<file path="src/rtl/alu_seq.sv">
// ---------------------------------------------------------------------------
// alu_seq : registered, width-generic ALU with a start/busy/done handshake.
//
// Operands are captured when start is seen in IDLE. Single-cycle ops are
// evaluated in EXEC. MUL runs a shift-add multiplier, one bit of B per cycle.
// The result is staged and then published to the outputs on the edge that
// leaves DONE, which is also the edge that raises the done pulse. The
// outputs therefore change exactly when done is seen.
//
// Ports
//   clk       : system clock, rising edge
//   reset     : asynchronous, active-high reset
//   start     : operation request, sampled only in IDLE
//   A, B      : operands (WORD_LENGTH bits)
//   Ctrl      : 4-bit opcode
//   shifter   : serial bit shifted in by SHL/SHR
//   C         : result (low half for MUL)
//   C_hi      : high half for MUL, 0 otherwise
//   Carry     : carry / borrow / shifted-out bit
//   Zero      : {C_hi,C} == 0
//   Overflow  : two's-complement overflow for ADD/SUB/INC/DEC
//   busy      : high from capture until the result is published
//   done      : one-cycle pulse when the outputs update
// ---------------------------------------------------------------------------
module alu_seq #(
   parameter int WORD_LENGTH = 4
) (
   input  logic                   clk,
   input  logic                   reset,
   input  logic                   start,
   input  logic [WORD_LENGTH-1:0] A,
   input  logic [WORD_LENGTH-1:0] B,
   input  logic [3:0]             Ctrl,
   input  logic                   shifter,
   output logic [WORD_LENGTH-1:0] C,
   output logic [WORD_LENGTH-1:0] C_hi,
   output logic                   Carry,
   output logic                   Zero,
   output logic                   Overflow,
   output logic                   busy,
   output logic                   done
);

   localparam int W  = WORD_LENGTH;
   localparam int CW = $clog2(W + 1);
   localparam logic [W:0]    ONE_W1 = (W + 1)'(1);
   localparam logic [W-1:0]  ONE_W  = W'(1);
   localparam logic [CW-1:0] CNT_LAST = CW'(W);
   localparam logic [3:0]    OP_MUL = 4'd12;

   typedef enum logic [1:0] {S_IDLE, S_EXEC, S_MUL, S_DONE} state_t;

   state_t r_state;
   state_t w_state_next;

   logic [W-1:0]   r_a, r_b, r_acc;
   logic [3:0]     r_op;
   logic           r_sh;
   logic [2*W-1:0] r_prod;
   logic [CW-1:0]  r_cnt;

   // Staged result, published to the outputs when DONE is left.
   logic [W-1:0]   r_st_c, r_st_hi;
   logic           r_st_carry, r_st_ovf;

   logic [W:0]     w_add, w_sub, w_inc, w_dec, w_acc, w_mul_sum;
   logic [W-1:0]   w_c;
   logic           w_carry, w_ovf;

   // ---------------- FSM ----------------
   always_ff @(posedge clk or posedge reset) begin
      if (reset) r_state <= S_IDLE;
      else       r_state <= w_state_next;
   end

   always_comb begin
      w_state_next = r_state;
      case (r_state)
         S_IDLE: if (start) w_state_next = (Ctrl == OP_MUL) ? S_MUL : S_EXEC;
         S_EXEC: w_state_next = S_DONE;
         S_MUL:  if (r_cnt == CNT_LAST) w_state_next = S_DONE;
         S_DONE: w_state_next = S_IDLE;
         default: w_state_next = S_IDLE;
      endcase
   end

   // ---------------- single-cycle datapath ----------------
   // Extended by one bit so the MSB is the carry-out / borrow.
   assign w_add = {1'b0, r_a} + {1'b0, r_b};
   assign w_sub = {1'b0, r_a} - {1'b0, r_b};
   assign w_inc = {1'b0, r_a} + ONE_W1;
   assign w_dec = {1'b0, r_a} - ONE_W1;
   assign w_acc = {1'b0, r_acc} + {1'b0, r_a};

   always_comb begin
      w_c     = '0;
      w_carry = 1'b0;
      w_ovf   = 1'b0;
      case (r_op)
         4'd0: begin
            w_c     = w_add[W-1:0];
            w_carry = w_add[W];
            w_ovf   = (r_a[W-1] == r_b[W-1]) && (w_add[W-1] != r_a[W-1]);
         end
         4'd1: begin
            w_c     = w_sub[W-1:0];
            w_carry = w_sub[W];
            w_ovf   = (r_a[W-1] != r_b[W-1]) && (w_sub[W-1] != r_a[W-1]);
         end
         4'd2: w_c = r_a & r_b;
         4'd3: w_c = r_a | r_b;
         4'd4: w_c = r_a ^ r_b;
         4'd5: w_c = ~r_a;
         4'd6: begin
            w_c     = {r_a[W-2:0], r_sh};
            w_carry = r_a[W-1];
         end
         4'd7: begin
            w_c     = {r_sh, r_a[W-1:1]};
            w_carry = r_a[0];
         end
         4'd8: begin
            w_c     = {r_a[W-2:0], r_a[W-1]};
            w_carry = r_a[W-1];
         end
         4'd9: begin
            w_c     = {r_a[0], r_a[W-1:1]};
            w_carry = r_a[0];
         end
         4'd10: begin
            w_c     = w_inc[W-1:0];
            w_carry = w_inc[W];
            w_ovf   = ~r_a[W-1] & w_inc[W-1];
         end
         4'd11: begin
            w_c     = w_dec[W-1:0];
            w_carry = w_dec[W];
            w_ovf   = r_a[W-1] & ~w_dec[W-1];
         end
         4'd13: w_c = (r_a < r_b) ? ONE_W : '0;
         4'd14: w_c = r_b;
         4'd15: begin
            w_c     = w_acc[W-1:0];
            w_carry = w_acc[W];
         end
         default: ;
      endcase
   end

   // Shift-add step: the multiplier lives in the low half of r_prod and is
   // consumed from bit 0 while the partial product grows from the top.
   assign w_mul_sum = {1'b0, r_prod[2*W-1:W]} + (r_prod[0] ? {1'b0, r_a} : '0);

   // ---------------- registers ----------------
   always_ff @(posedge clk or posedge reset) begin
      if (reset) begin
         r_a        <= '0;
         r_b        <= '0;
         r_op       <= '0;
         r_sh       <= 1'b0;
         r_acc      <= '0;
         r_prod     <= '0;
         r_cnt      <= '0;
         r_st_c     <= '0;
         r_st_hi    <= '0;
         r_st_carry <= 1'b0;
         r_st_ovf   <= 1'b0;
         C          <= '0;
         C_hi       <= '0;
         Carry      <= 1'b0;
         Zero       <= 1'b1;
         Overflow   <= 1'b0;
         busy       <= 1'b0;
         done       <= 1'b0;
      end else begin
         done <= 1'b0;
         case (r_state)
            S_IDLE: begin
               if (start) begin
                  r_a    <= A;
                  r_b    <= B;
                  r_op   <= Ctrl;
                  r_sh   <= shifter;
                  r_prod <= {{W{1'b0}}, B};
                  r_cnt  <= '0;
                  busy   <= 1'b1;
               end
            end
            S_EXEC: begin
               r_st_c     <= w_c;
               r_st_hi    <= '0;
               r_st_carry <= w_carry;
               r_st_ovf   <= w_ovf;
               if (r_op == 4'd15) r_acc <= w_acc[W-1:0];
            end
            S_MUL: begin
               if (r_cnt != CNT_LAST) begin
                  r_prod <= {w_mul_sum, r_prod[W-1:1]};
                  r_cnt  <= r_cnt + CW'(1);
               end else begin
                  r_st_c     <= r_prod[W-1:0];
                  r_st_hi    <= r_prod[2*W-1:W];
                  r_st_carry <= 1'b0;
                  r_st_ovf   <= 1'b0;
               end
            end
            S_DONE: begin
               C        <= r_st_c;
               C_hi     <= r_st_hi;
               Carry    <= r_st_carry;
               Overflow <= r_st_ovf;
               Zero     <= ({r_st_hi, r_st_c} == '0);
               busy     <= 1'b0;
               done     <= 1'b1;
            end
            default: ;
         endcase
      end
   end

endmodule

</file>
<file path="config.mk">
export PLATFORM = sky130hd
export DESIGN_NAME = alu_seq
export DESIGN_NICKNAME = d
export VERILOG_FILES = /design/src/rtl/alu_seq.sv
export SDC_FILE = /design/constraint.sdc
export NUM_CORES = 1
export LEC_CHECK = 0
export BUFFER_PORTS_ARGS = -buffer_cell sky130_fd_sc_hd__buf_2
export CORE_MARGIN = 2
export CORE_UTILIZATION = 35
export DETAILED_ROUTE_END_ITERATION = 16
export HOLD_SLACK_MARGIN = 0.03
export PLACE_DENSITY_LB_ADDON = 0.1
export SYNTH_ARGS = -nofsm -noshare
export SYNTH_HDL_FRONTEND = slang
export SYNTH_SLANG_ARGS = --single-unit
</file>
<file path="constraint.sdc">
create_clock -name clk -period 2.8 [get_ports clk]
set_clock_uncertainty 0.15 [all_clocks]
set_input_delay 0.14 -clock clk [delete_from_list [all_inputs] [get_ports clk]]
set_output_delay 0.14 -clock clk [all_outputs]
set_load 0.03 [all_outputs]
</file>
; ---- Word level (Yosys, flattened, before mapping)
; Index checks and enable logic that the tools add are counted.
[totals]
elab_cells = 104
reg_bits = 53
output_inout_bits = 13
in_bits = 16
[classes]
add_sub_neg = 7
mux = 25
order_cmp = 1
eq_ne = 28
n_bitwise = 8
reduce_logical = 16
[op_table]
columns = op, n
row1 = one-hot mux 4 bit (15 select lines), 1
row2 = equality test 4 bit (second input constant), 8
row3 = equality test 4 x 3 -> 1 bit (second input constant), 4
row4 = 2-to-1 mux 8 bit, 2
row5 = one-hot mux 4 bit (2 select lines), 2
row6 = one-hot mux 8 bit (2 select lines), 1
row7 = adder 4 x 4 -> 5 bit, 3
row8 = 2-to-1 mux 4 bit, 3
row9 = AND reduction 2 bit, 5
row10 = equality test 4 x 2 -> 1 bit (second input constant), 2
row11 = logical NOT 8 bit, 1
row12 = != test 2 bit (second input constant), 4
row13 = one-hot mux 2 bit (4 select lines), 1
row14 = one-hot mux 1 bit (7 select lines), 1
row15 = 2-to-1 mux 2 bit, 3
row16 = 2-to-1 mux 3 bit, 2
row17 = one-hot mux 1 bit (2 select lines), 3
row18 = one-hot mux 3 bit (2 select lines), 1
row19 = nonzero test 2 bit, 3
row20 = adder 4 x 1 -> 5 bit (second input constant), 1
row21 = subtractor 4 x 1 -> 5 bit (second input constant), 1
row22 = subtractor 4 x 4 -> 5 bit, 1
row23 = AND 4 bit, 1
row24 = equality test 2 bit (second input constant), 2
row25 = 20 further kinds, 29

; ---- Depth between registers and ports, before layout
; Gate-level depths: netlist of run 1.
[depth]
depth_word = 5
ltp_mapped = 9
ltp_nobuf = 8

; ---- Least setup slack after synthesis of run 1
; Ideal clock, no wire load.
[synth_path]
kind = flip-flop to flip-flop
from = register r_a[0]
to = register r_st_c[2]
setup_ns = 0.078
path_stages_with_launch = 8
required_time_ns = 2.572
setup_slack_ns = 0.372
arrival_ns = 2.201
n_path_buf = 0
cell_sequence = dfrtp_1 inv_1 ha_1 fa_1 xnor2_1 mux4_2 or3_1 a21oi_1
[synth_via]
elab_chain_cells = 3
[synth_rtl]
columns = element, line_no
row1 = start: declaration, 56  ; logic [W-1:0] r_a, r_b, r_acc;
row2 = start signal: assignment, 157  ; r_a <= '0;
row3 = start signal: assignment, 180  ; r_a <= A;
row4 = adder 4 x 4 -> 5 bit (tied with other cells), 93  ; assign w_acc = {1'b0, r_acc} + {1'b0, r_a};
row5 = one-hot mux 4 bit (15 select lines) (*), 99  ; case (r_op)
row6 = one-hot mux 4 bit (2 select lines) (*), 177  ; case (r_state)
row7 = end signal: assignment, 190  ; r_st_c <= w_c;
row8 = end signal: assignment, 201  ; r_st_c <= r_prod[W-1:0];
row9 = end: declaration, 63  ; logic [W-1:0] r_st_c, r_st_hi;
; Mark *: on every way between the ends. The rest lies on a longest branch, timed or not.
; A chain may end at the register's enable or synchronous reset.

; ---- Worst setup path after layout of run 1
[layout_path]
from = register r_a[1]
to = register r_st_ovf
[layout_via]
elab_chain_cells = 5
[layout_rtl]
columns = element, line_no
row1 = subtractor 4 x 4 -> 5 bit (tied with other cells), 90  ; assign w_sub = {1'b0, r_a} - {1'b0, r_b};
row2 = != test 1 bit (tied with other cells), 108  ; w_ovf = (r_a[W-1] != r_b[W-1]) && (w_sub[W-1] != r_a[W-1]);
row3 = logical AND 1 bit (tied with other cells), 108
row4 = one-hot mux 1 bit (4 select lines) (*), 99
row5 = one-hot mux 1 bit (2 select lines) (*), 177
row6 = end signal: assignment, 193  ; r_st_ovf <= w_ovf;
row7 = end: declaration, 64  ; logic r_st_carry, r_st_ovf;
; Marked as above.

==> run metrics, run 1 <==
outcome completed; Row Count 37; HPWL after DPL 7.45 mm; power density relative to cell area 1150 nW/um^2; proportion of power drawn by flip-flops and latches 29.2%; first-pass iteration count of the detailed router 5; mean area per synthesized cell 9.21 um^2; Peak supply drop 0.448 mV; global-route usage over all layers 19.0%; proportion of synthesized chip area in sequential cells 36.8%; area of the die 11100 um^2; total overflow reported by the global router 0; data required time of the worst path 2.85 ns; sum of internal, switching and leakage power 0.00482 W; fin crit period 2.49 ns; slew at the pin with the worst max-slew slack 0.697 ns; synthesis-to-finish area growth 15.8%; unrepaired setup endpoints after global routing no; area share of the largest cell type after synthesis 36.0%; clock latency reported for the late side of the worst-skew pair 0.33 ns; flop and latch count out of synthesis 53; cell leakage power 1.92 nW; cell count after synthesis 392; post-layout net count 487; first-pass GRT wire length 16.5 mm; placeable core region 10200 um^2; Setup Total Neg Slack 0 ns; share of power burned in combinational logic 60.7%; total inserted antenna cells 0; start-to-end type of the worst setup path register to register; number of instances resized during post-cts repair 0; Slew Viols, Final 0; top flip-flop cell by instance count after synthesis sky130_fd_sc_hd__dfrtp_1; portion of the clock cycle consumed by the worst path in the final layout 88.8%; Post-synth EDFFs 0; clock tree root buffer cell sky130_fd_sc_hd__clkbuf_8; library cells used by synthesis 59; endpoints failing setup 0; routed length per instance 17.5 um; via count of the first global-routing pass 3068; type of element launching the critical path register; worst-case clock buffer depth 2; Initial Util 35.4%; CP max FO 8; Synth Warn # 0; boundary pin count 29; clock net sink count 53; weighted congestion at the end of routability-driven global placement 0.957; reg-to-reg setup timing slack 0.31 ns; clock tree from TritonCTS built; width of the chip 106 um; number of H-tree levels 2; max_slew headroom 53.5%; count of routing violations after the opening detailed-route iteration 234; switching portion of total power 49.0%; FFs w/ async S/R, synth 100%; routed via count divided by cell count 5.45; Clk pin slew, worst setup/hold paths 0.12 ns; most frequent cell after synthesis sky130_fd_sc_hd__dfrtp_1; type of the tightest min-delay check primary input to asynchronous set/reset pin; antenna violation net count after detailed routing 0; Filler Cells Inserted 1073; Net Count, Synth 442; DR vias 3129; max-capacitance violation count 0; antenna violations before repair 0; final wirelength 10.1 mm; highest achievable clock rate 0.402 GHz; clock network fraction of total power 10.1%; area of the mapped netlist 3610 um^2; Port-buffer cells 28; most used standard cells in the synthesized netlist sky130_fd_sc_hd__dfrtp_1, sky130_fd_sc_hd__nand2_1, sky130_fd_sc_hd__o21ai_0; height of the die 106 um; Critical Path AT 2.54 ns; CP endpoint kind register; Synth area leaders sky130_fd_sc_hd__dfrtp_1, sky130_fd_sc_hd__ha_1, sky130_fd_sc_hd__mux2_2; clock buffers created by TritonCTS 5; detailed-route DRC error count 0; Hold Vio Cnt, Final 0; library cell occupying the most area in the post-synthesis netlist sky130_fd_sc_hd__dfrtp_1; share of post-route cells with drive strength above 1 18.0%; largest net degree at the start of global routing 31; P_sw 0.00236 W; Int Pwr 0.00245 W
==> cell usage in the layout, fill, tap and decap left out, types with 3 or more instances in the layout <==
master	n
sky130_fd_sc_hd__nor3_1	7
sky130_fd_sc_hd__a221o_1	3
sky130_fd_sc_hd__dlygate4sd3_1	15
sky130_fd_sc_hd__o21a_1	5
sky130_fd_sc_hd__o21ai_0	31
sky130_fd_sc_hd__buf_2	28
sky130_fd_sc_hd__nor2b_1	9
sky130_fd_sc_hd__nand3b_1	4
sky130_fd_sc_hd__ha_1	30
sky130_fd_sc_hd__nor2_1	20
sky130_fd_sc_hd__a21o_1	5
sky130_fd_sc_hd__a21oi_1	11
sky130_fd_sc_hd__nand2_1	47
sky130_fd_sc_hd__o311ai_0	3
sky130_fd_sc_hd__nand3_1	19
sky130_fd_sc_hd__inv_1	20
sky130_fd_sc_hd__nand2b_1	5
sky130_fd_sc_hd__fa_1	4
sky130_fd_sc_hd__o22ai_1	8
sky130_fd_sc_hd__xor2_1	4
sky130_fd_sc_hd__nor4_1	5
sky130_fd_sc_hd__dfrtp_1	52
sky130_fd_sc_hd__buf_4	18
sky130_fd_sc_hd__and2_1	7
sky130_fd_sc_hd__o31ai_1	4
sky130_fd_sc_hd__mux2_2	17
sky130_fd_sc_hd__o211ai_1	3
sky130_fd_sc_hd__xnor2_1	5
sky130_fd_sc_hd__clkbuf_8	5
sky130_fd_sc_hd__mux2i_1	5
==> layer usage <==
layer	vias up	global-route usage (%)	part of all wire [%]
met5	-	0	0
li1	1489	-	-
met1	1512	26.5	46
met4	0	7.52	3.1
met3	22	2.66	5.2
met2	106	29.9	46
==> final timing paths <==
| check | from | to | cells after the start |
|---|---|---|---|
| hold reg to reg | Zero | Zero | 2 |
| setup / recovery | r_a[1] | r_st_ovf | 7 |
| hold / removal | reset | r_st_c[2] | 3 |
| setup reg to reg | r_a[1] | r_st_ovf | 7 |
| min in group clk | Zero | Zero | 2 |
| max in group asynchronous | reset | Zero | 4 |
==> flip-flops by register name (all words and copies together), names as in the netlist <==
signal	flops
Overflow	1
Carry	1
r_st_hi	4
C_hi	4
r_op	4
r_b	4
r_sh	1
r_state	2
r_st_c	4
C	4
Zero	1
r_st_carry	1
r_acc	4
r_st_ovf	1
busy	1
r_cnt	3
done	1
r_a	4
r_prod	8
==> power by group through the flow <==
stage	Clock [W]	Combinational (W)	Sequential [W]
final	0.000487	0.00292	0.00141
after global routing	0.000529	0.00323	0.00145
after CTS	0.000501	0.00290	0.00140
after detailed placement	0	0.00287	0.00142
after global placement	0	0.00288	0.00142
after floorplan	0	0.00207	0.00138
==> stage by stage <==
stage	instances	hold WS, ns	utilization, %	worst slack (ns)	cell area [um^2]
6_report	574	0.317	41.1	0.314	4180
5_1_grt	574	0.370	41.1	0.148	4180
4_1_cts	574	0.327	41.1	0.304	4180
3_5_place_dp	551	0.151	38.6	0.332	3940
3_3_place_gp	551	0.152	38.6	0.359	3940
2_1_floorplan	392	0.107	-	0.372	3610
==> final cells by class <==
| class | instances | area, um^2 | area share (%) |
|---|---|---|---|
| clock buffers | 5 | 68.8 | 1.65 |
| multi-input cells | 294 | 2080 | 49.8 |
| flip-flops and latches | 53 | 1330 | 31.7 |
| repair buffers | 61 | 425 | 10.2 |
| well taps | 136 | 170 | 4.07 |
| inverters | 22 | 82.6 | 1.97 |
| clock inverters | 3 | 26.3 | 0.628 |
==> kinds of logic (layout without fill, tap and decap cells) <==
family | Yosys count | after routing | share of synthesized area [%]
muxes | 23 | 23 | 7.31
and+or+nand+nor | 131 | 131 | 17.5
AOI/OAI and AO/OA | 97 | 97 | 18.1
adders and majority gates | 34 | 34 | 12.6
xor gates and xnor gates | 9 | 9 | 2.18
buffers and inverters | 45 | 91 | 5.58
DFF | 53 | 53 | 36.8
==> worst max-delay path: stages, from the launching register on <==
cell and delay (ns):
sky130_fd_sc_hd__dfrtp_1 0.39, sky130_fd_sc_hd__inv_1 0.31, sky130_fd_sc_hd__ha_1 0.34, sky130_fd_sc_hd__nor3_1 0.29, sky130_fd_sc_hd__nor3_1 0.14, sky130_fd_sc_hd__a31o_2 0.27
sky130_fd_sc_hd__a221oi_1 0.35, sky130_fd_sc_hd__o31ai_1 0.12
==> timing repair <==
item / in CTS / in global routing
hold buffers: 15 / 0
buffers inserted: 0 / 0
hold endpoints to repair: 43 / 0
(Power assumes the default switching activity.)
==> inputs of run 2 (changes only) <==
--- a/config.mk
+++ b/config.mk
@@ -13,2 +13,3 @@
 export PLACE_DENSITY_LB_ADDON = 0.1
+export SETUP_SLACK_MARGIN = 0.05
 export SYNTH_ARGS = -nofsm -noshare
==> constraint.sdc (replaced) <==
create_clock -name clk -period 2.8 [get_ports clk]
set_clock_uncertainty 0.15 [all_clocks]
set_input_delay 0.56 -clock clk [delete_from_list [all_inputs] [get_ports clk]]
set_output_delay 0.56 -clock clk [all_outputs]
set_load 0.03 [all_outputs]
==> run 2 against run 1 <==
Against the previous run:
- worst setup slack worse by 0.027 ns
- register-to-register slack worse by 0.03 ns
- sequential share of layout area up 1.1 points
- highest routed layer unchanged
- critical path depth unchanged
==> run metrics, run 2 (synthesis gave the netlist of run 1 again) <==
critical path's top delay family flip-flops; first-pass GRT wire length 16.0 mm; timing startpoint of the critical path r_a[3]; number of cells in the design after placement 551; master of the slowest instance on the critical path sky130_fd_sc_hd__dfrtp_1; Critical Path AT 2.59 ns; Setup Total Neg Slack 0 ns; routed length per instance 17.3 um; clock tree from TritonCTS built; boundary pin count 29; Cell Chain, Critical Path inv_2 -> ha_1 -> or2_2 -> a211oi_1 -> a31o_2 -> a221oi_1 -> o31ai_1; unrepaired setup endpoints after global routing no; most frequent standard cell in the layout excluding fill and tap cells sky130_fd_sc_hd__dfrtp_1; type of the tightest min-delay check primary input to asynchronous set/reset pin; synthesis-to-finish area growth 12.0%; # hold bufs at CTS 0; worst-case clock buffer depth 2; detailed-route DRC error count 0; Peak supply drop 0.529 mV; cell leakage power 1.87 nW; clock net sink count 53; portion of the clock cycle consumed by the worst path in the final layout 89.7%; setup slack after layout 0.287 ns; share of post-route cells with drive strength above 1 18.7%; start-to-end type of the worst setup path register to register; Hold Vio Cnt, Final 0; placeable core region 10200 um^2; outcome completed; area of the die 11100 um^2; Final Instance Area 4040 um^2; routed via count divided by cell count 5.40; number of H-tree levels 2; max reg flops 8; total inserted antenna cells 0; max-capacitance violation count 0; Port-buffer cells 28; total overflow reported by the global router 0; Clk pin slew, worst setup/hold paths 0.11 ns; maximum single-stage delay on the critical path 0.71 ns; number of instances resized during post-cts repair 0; register containing the most flip-flops in the final layout r_prod; Initial Util 35.4%; DR vias 3016; antenna violation net count after detailed routing 0; final hold slack 0.150 ns; type of element launching the critical path register; power density relative to cell area 1180 nW/um^2; first-pass iteration count of the detailed router 5; weighted congestion at the end of routability-driven global placement 0.977; launching point of the worst reg2reg path r_a[3]; highest achievable clock rate 0.398 GHz; clock buffers created by TritonCTS 5; Row Count 37; DP Area 3950 um^2; width of the chip 106 um; pre-CTS WS 0.334 ns; fin crit period 2.51 ns; endpoints failing setup 0; final wirelength 9.70 mm; Worst Path Buf+Inv 1; post-layout net count 472; slew at the pin with the worst max-slew slack 0.767 ns; height of the die 106 um; count of routing violations after the opening detailed-route iteration 235; Slew Viols, Final 0; antenna violations before repair 0; global-route usage over all layers 18.1%; CP max FO 13; clock tree root buffer cell sky130_fd_sc_hd__clkbuf_8; via count of the first global-routing pass 3122; filler-free cell count of the finished design 559; clock latency reported for the late side of the worst-skew pair 0.31 ns; HPWL after DPL 7.45 mm; data required time of the worst path 2.88 ns; max_slew headroom 48.9%; largest net degree at the start of global routing 29; commonest non-fill, non-tap cells in the layout sky130_fd_sc_hd__dfrtp_1, sky130_fd_sc_hd__nand2_1, sky130_fd_sc_hd__o21ai_0; setup repair bufs after CTS 0; CP endpoint kind register
==> run 2: cell types whose count changed in the layout (fill, tap and decap cells not counted) <==
cell	delta
sky130_fd_sc_hd__dlygate4sd3_1	-15
sky130_fd_sc_hd__buf_12	+1
sky130_fd_sc_hd__buf_4	-1
==> run 2: final timing paths <==
kind	to	slack (ns)	cells past startpoint
worst min register to register	Zero	0.32	2
max in group asynchronous	r_prod[4]	1.78	3
worst max-delay path	r_st_ovf	0.29	7
min in group clk	r_a[3]	0.30	3
worst min-delay path	C_hi[1]	0.15	2
worst max register to register	r_st_ovf	0.29	7
==> run 2: routing by layer <==
layer	track usage, %	wire length (um)	share of wire (%)
met2	29.3	4570	47
met1	25.4	4580	47
met3	2.97	462	4.8
met4	4.61	85	0.88
met5	0	0	0
==> run 2: power breakdown <==
part / total, W / switching (W) / internal, W
clock network: 0.000474 / 0.000291 / 0.000183
logic: 0.00284 / 0.00163 / 0.00121
registers: 0.00145 / 0.000396 / 0.00105
==> run 2: final cells by class <==
type,instances,area (um^2)
Clock buffer,5,68.8
Clock inverter,3,26.3
Fill cell,1081,6140
Inverter,22,82.6
Multi-Input combinational cell,294,2080
Sequential cell,53,1330
Tap cell,136,170
Timing Repair Buffer,46,288
==> run 2: through the flow <==
| stage | utilization [%] | total power [W] |
|---|---|---|
| 2_1_floorplan | - | 0.00346 |
| 3_3_place_gp | 38.8 | 0.00428 |
| 3_5_place_dp | 38.8 | 0.00427 |
| 4_1_cts | 39.7 | 0.00476 |
| 5_1_grt | 39.7 | 0.00517 |
| 6_report | 39.7 | 0.00476 |
==> inputs of run 3 (changes only) <==
Clock period 2.8 ns to 2.6 ns, I/O delays scaled along.
==> run 3 against run 2 <==
Against the previous run:
- final area rose by 0.99%
- sequential share of layout area fell by 0.32 points
- wire length rose by 2.7%
- final cell count rose by 1.3%
- die area did not move
- register-to-register slack got worse by 0.09 ns
- highest routed layer unchanged
==> run metrics, run 3 (synthesis gave the netlist of run 1 again) <==
outcome completed; antenna violation net count after detailed routing 0; total overflow reported by the global router 0; Slew Viols, Final 0; power density relative to cell area 1290 nW/um^2; routed via count divided by cell count 5.33; number of H-tree levels 2; most frequent standard cell in the layout excluding fill and tap cells sky130_fd_sc_hd__dfrtp_1; HPWL after DPL 7.41 mm; antenna violations before repair 0; clock network fraction of total power 10.0%; max-capacitance violation count 0; global-route usage over all layers 19.0%; Critical Path AT 2.51 ns; CP endpoint kind register; worst-case clock buffer depth 2; Int Pwr 0.00271 W; Row Count 37; width of the chip 106 um; highest achievable clock rate 0.415 GHz; cell leakage power 1.90 nW; Filler Cells Inserted 1086; detailed-route DRC error count 0; clock tree root buffer cell sky130_fd_sc_hd__clkbuf_8; register containing the most flip-flops in the final layout r_prod; clock buffers created by TritonCTS 5; P_sw 0.00255 W; via count of the first global-routing pass 3152; routed length per instance 17.6 um; clock net sink count 53; setup repair bufs after CTS 0; slew at the pin with the worst max-slew slack 0.812 ns; fin crit period 2.41 ns; DR vias 3018; height of the die 106 um; type of the tightest min-delay check primary input to asynchronous set/reset pin; post-layout net count 479; # hold bufs at CTS 0; area of the die 11100 um^2; boundary pin count 29; clock tree from TritonCTS built; sum of internal, switching and leakage power 0.00525 W; first-pass GRT wire length 16.6 mm; number of instances resized during post-cts repair 0; share of post-route cells with drive strength above 1 20.0%; synthesis-to-finish area growth 13.1%; total inserted antenna cells 0; unrepaired setup endpoints after global routing no; share of power burned in combinational logic 61.3%; placeable core region 10200 um^2; CP max FO 4; max reg flops 8; start-to-end type of the worst setup path register to register; portion of the clock cycle consumed by the worst path in the final layout 92.6%; sequential cell area in the final layout 1330 um^2; endpoints failing setup 0; weighted congestion at the end of routability-driven global placement 0.889; switching portion of total power 48.5%; proportion of power drawn by flip-flops and latches 28.8%; Clk pin slew, worst setup/hold paths 0.11 ns; type of element launching the critical path register; clock latency reported for the late side of the worst-skew pair 0.32 ns; count of routing violations after the opening detailed-route iteration 178; Initial Util 35.4%; data required time of the worst path 2.70 ns; max_slew headroom 45.9%; Hold Vio Cnt, Final 0; Setup Total Neg Slack 0 ns; largest net degree at the start of global routing 54; final wirelength 9.96 mm; area taken by multi-input logic gates 2080 um^2; Peak supply drop 0.630 mV; commonest non-fill, non-tap cells in the layout sky130_fd_sc_hd__dfrtp_1, sky130_fd_sc_hd__nand2_1, sky130_fd_sc_hd__o21ai_0; Port-buffer cells 28; first-pass iteration count of the detailed router 4; reg-to-reg setup timing slack 0.19 ns
run 3: changes by cell type in the layout (fill, tap and decap cells not counted), sizes merged:
cell,delta
buf,+7
run 3: layout make-up:
type                       count  share of cell area, %
clock buffer                   5                   1.69
clock inverter                 3                  0.643
inverter                      22                   2.02
multi-input combinational    294                   50.9
sequential                    53                   32.5
tap                          136                   4.17
timing repair buffer          53                   8.03
run 3: through the flow:
| step | utilization, % | std cells | setup slack (ns) | hold WS, ns | area (um^2) |
|---|---|---|---|---|---|
| floorplan | - | 392 | 0.172 | 0.304 | 3610 |
| global placement | 39.2 | 558 | 0.288 | 0.310 | 3990 |
| detailed placement | 39.2 | 558 | 0.225 | 0.314 | 3990 |
| CTS | 40.1 | 566 | 0.188 | 0.236 | 4080 |
| global route | 40.1 | 566 | 0.0711 | 0.257 | 4080 |
| finish | 40.1 | 566 | 0.192 | 0.245 | 4080 |
run 3: worst max-delay path, cell delays in order, from the launching register on:
cell and delay, ns:
sky130_fd_sc_hd__dfrtp_1 0.43, sky130_fd_sc_hd__inv_1 0.07, sky130_fd_sc_hd__ha_1 0.23, sky130_fd_sc_hd__fa_1 0.41, sky130_fd_sc_hd__xnor2_1 0.15, sky130_fd_sc_hd__mux4_2 0.44, sky130_fd_sc_hd__or3_1 0.33, sky130_fd_sc_hd__a21oi_1 0.14
run 3: worst paths after layout:
check	from	end	cells after the start
setup / recovery	r_a[0]	r_st_c[2]	7
hold / removal	reset	r_st_hi[1]	3
setup reg to reg	r_a[0]	r_st_c[2]	7
hold reg to reg	Zero	Zero	2
max in group asynchronous	reset	r_state[1]	3
min in group clk	A[3]	r_a[3]	3
run 3: metal layers:
metal	GRT usage, %	routed length [um]
met2	30.7	4530
met3	2.41	400
met1	27.3	4900
met5	0	0
met4	3.67	126
run 3: power groups by stage:
stage	Sequential (W)	Clock [W]	Combinational, W
finish	0.00151	0.000524	0.00322
global route	0.00157	0.000573	0.00356
CTS	0.00151	0.000549	0.00321
detailed placement	0.00152	0	0.00319
global placement	0.00152	0	0.00320
floorplan	0.00149	0	0.00223
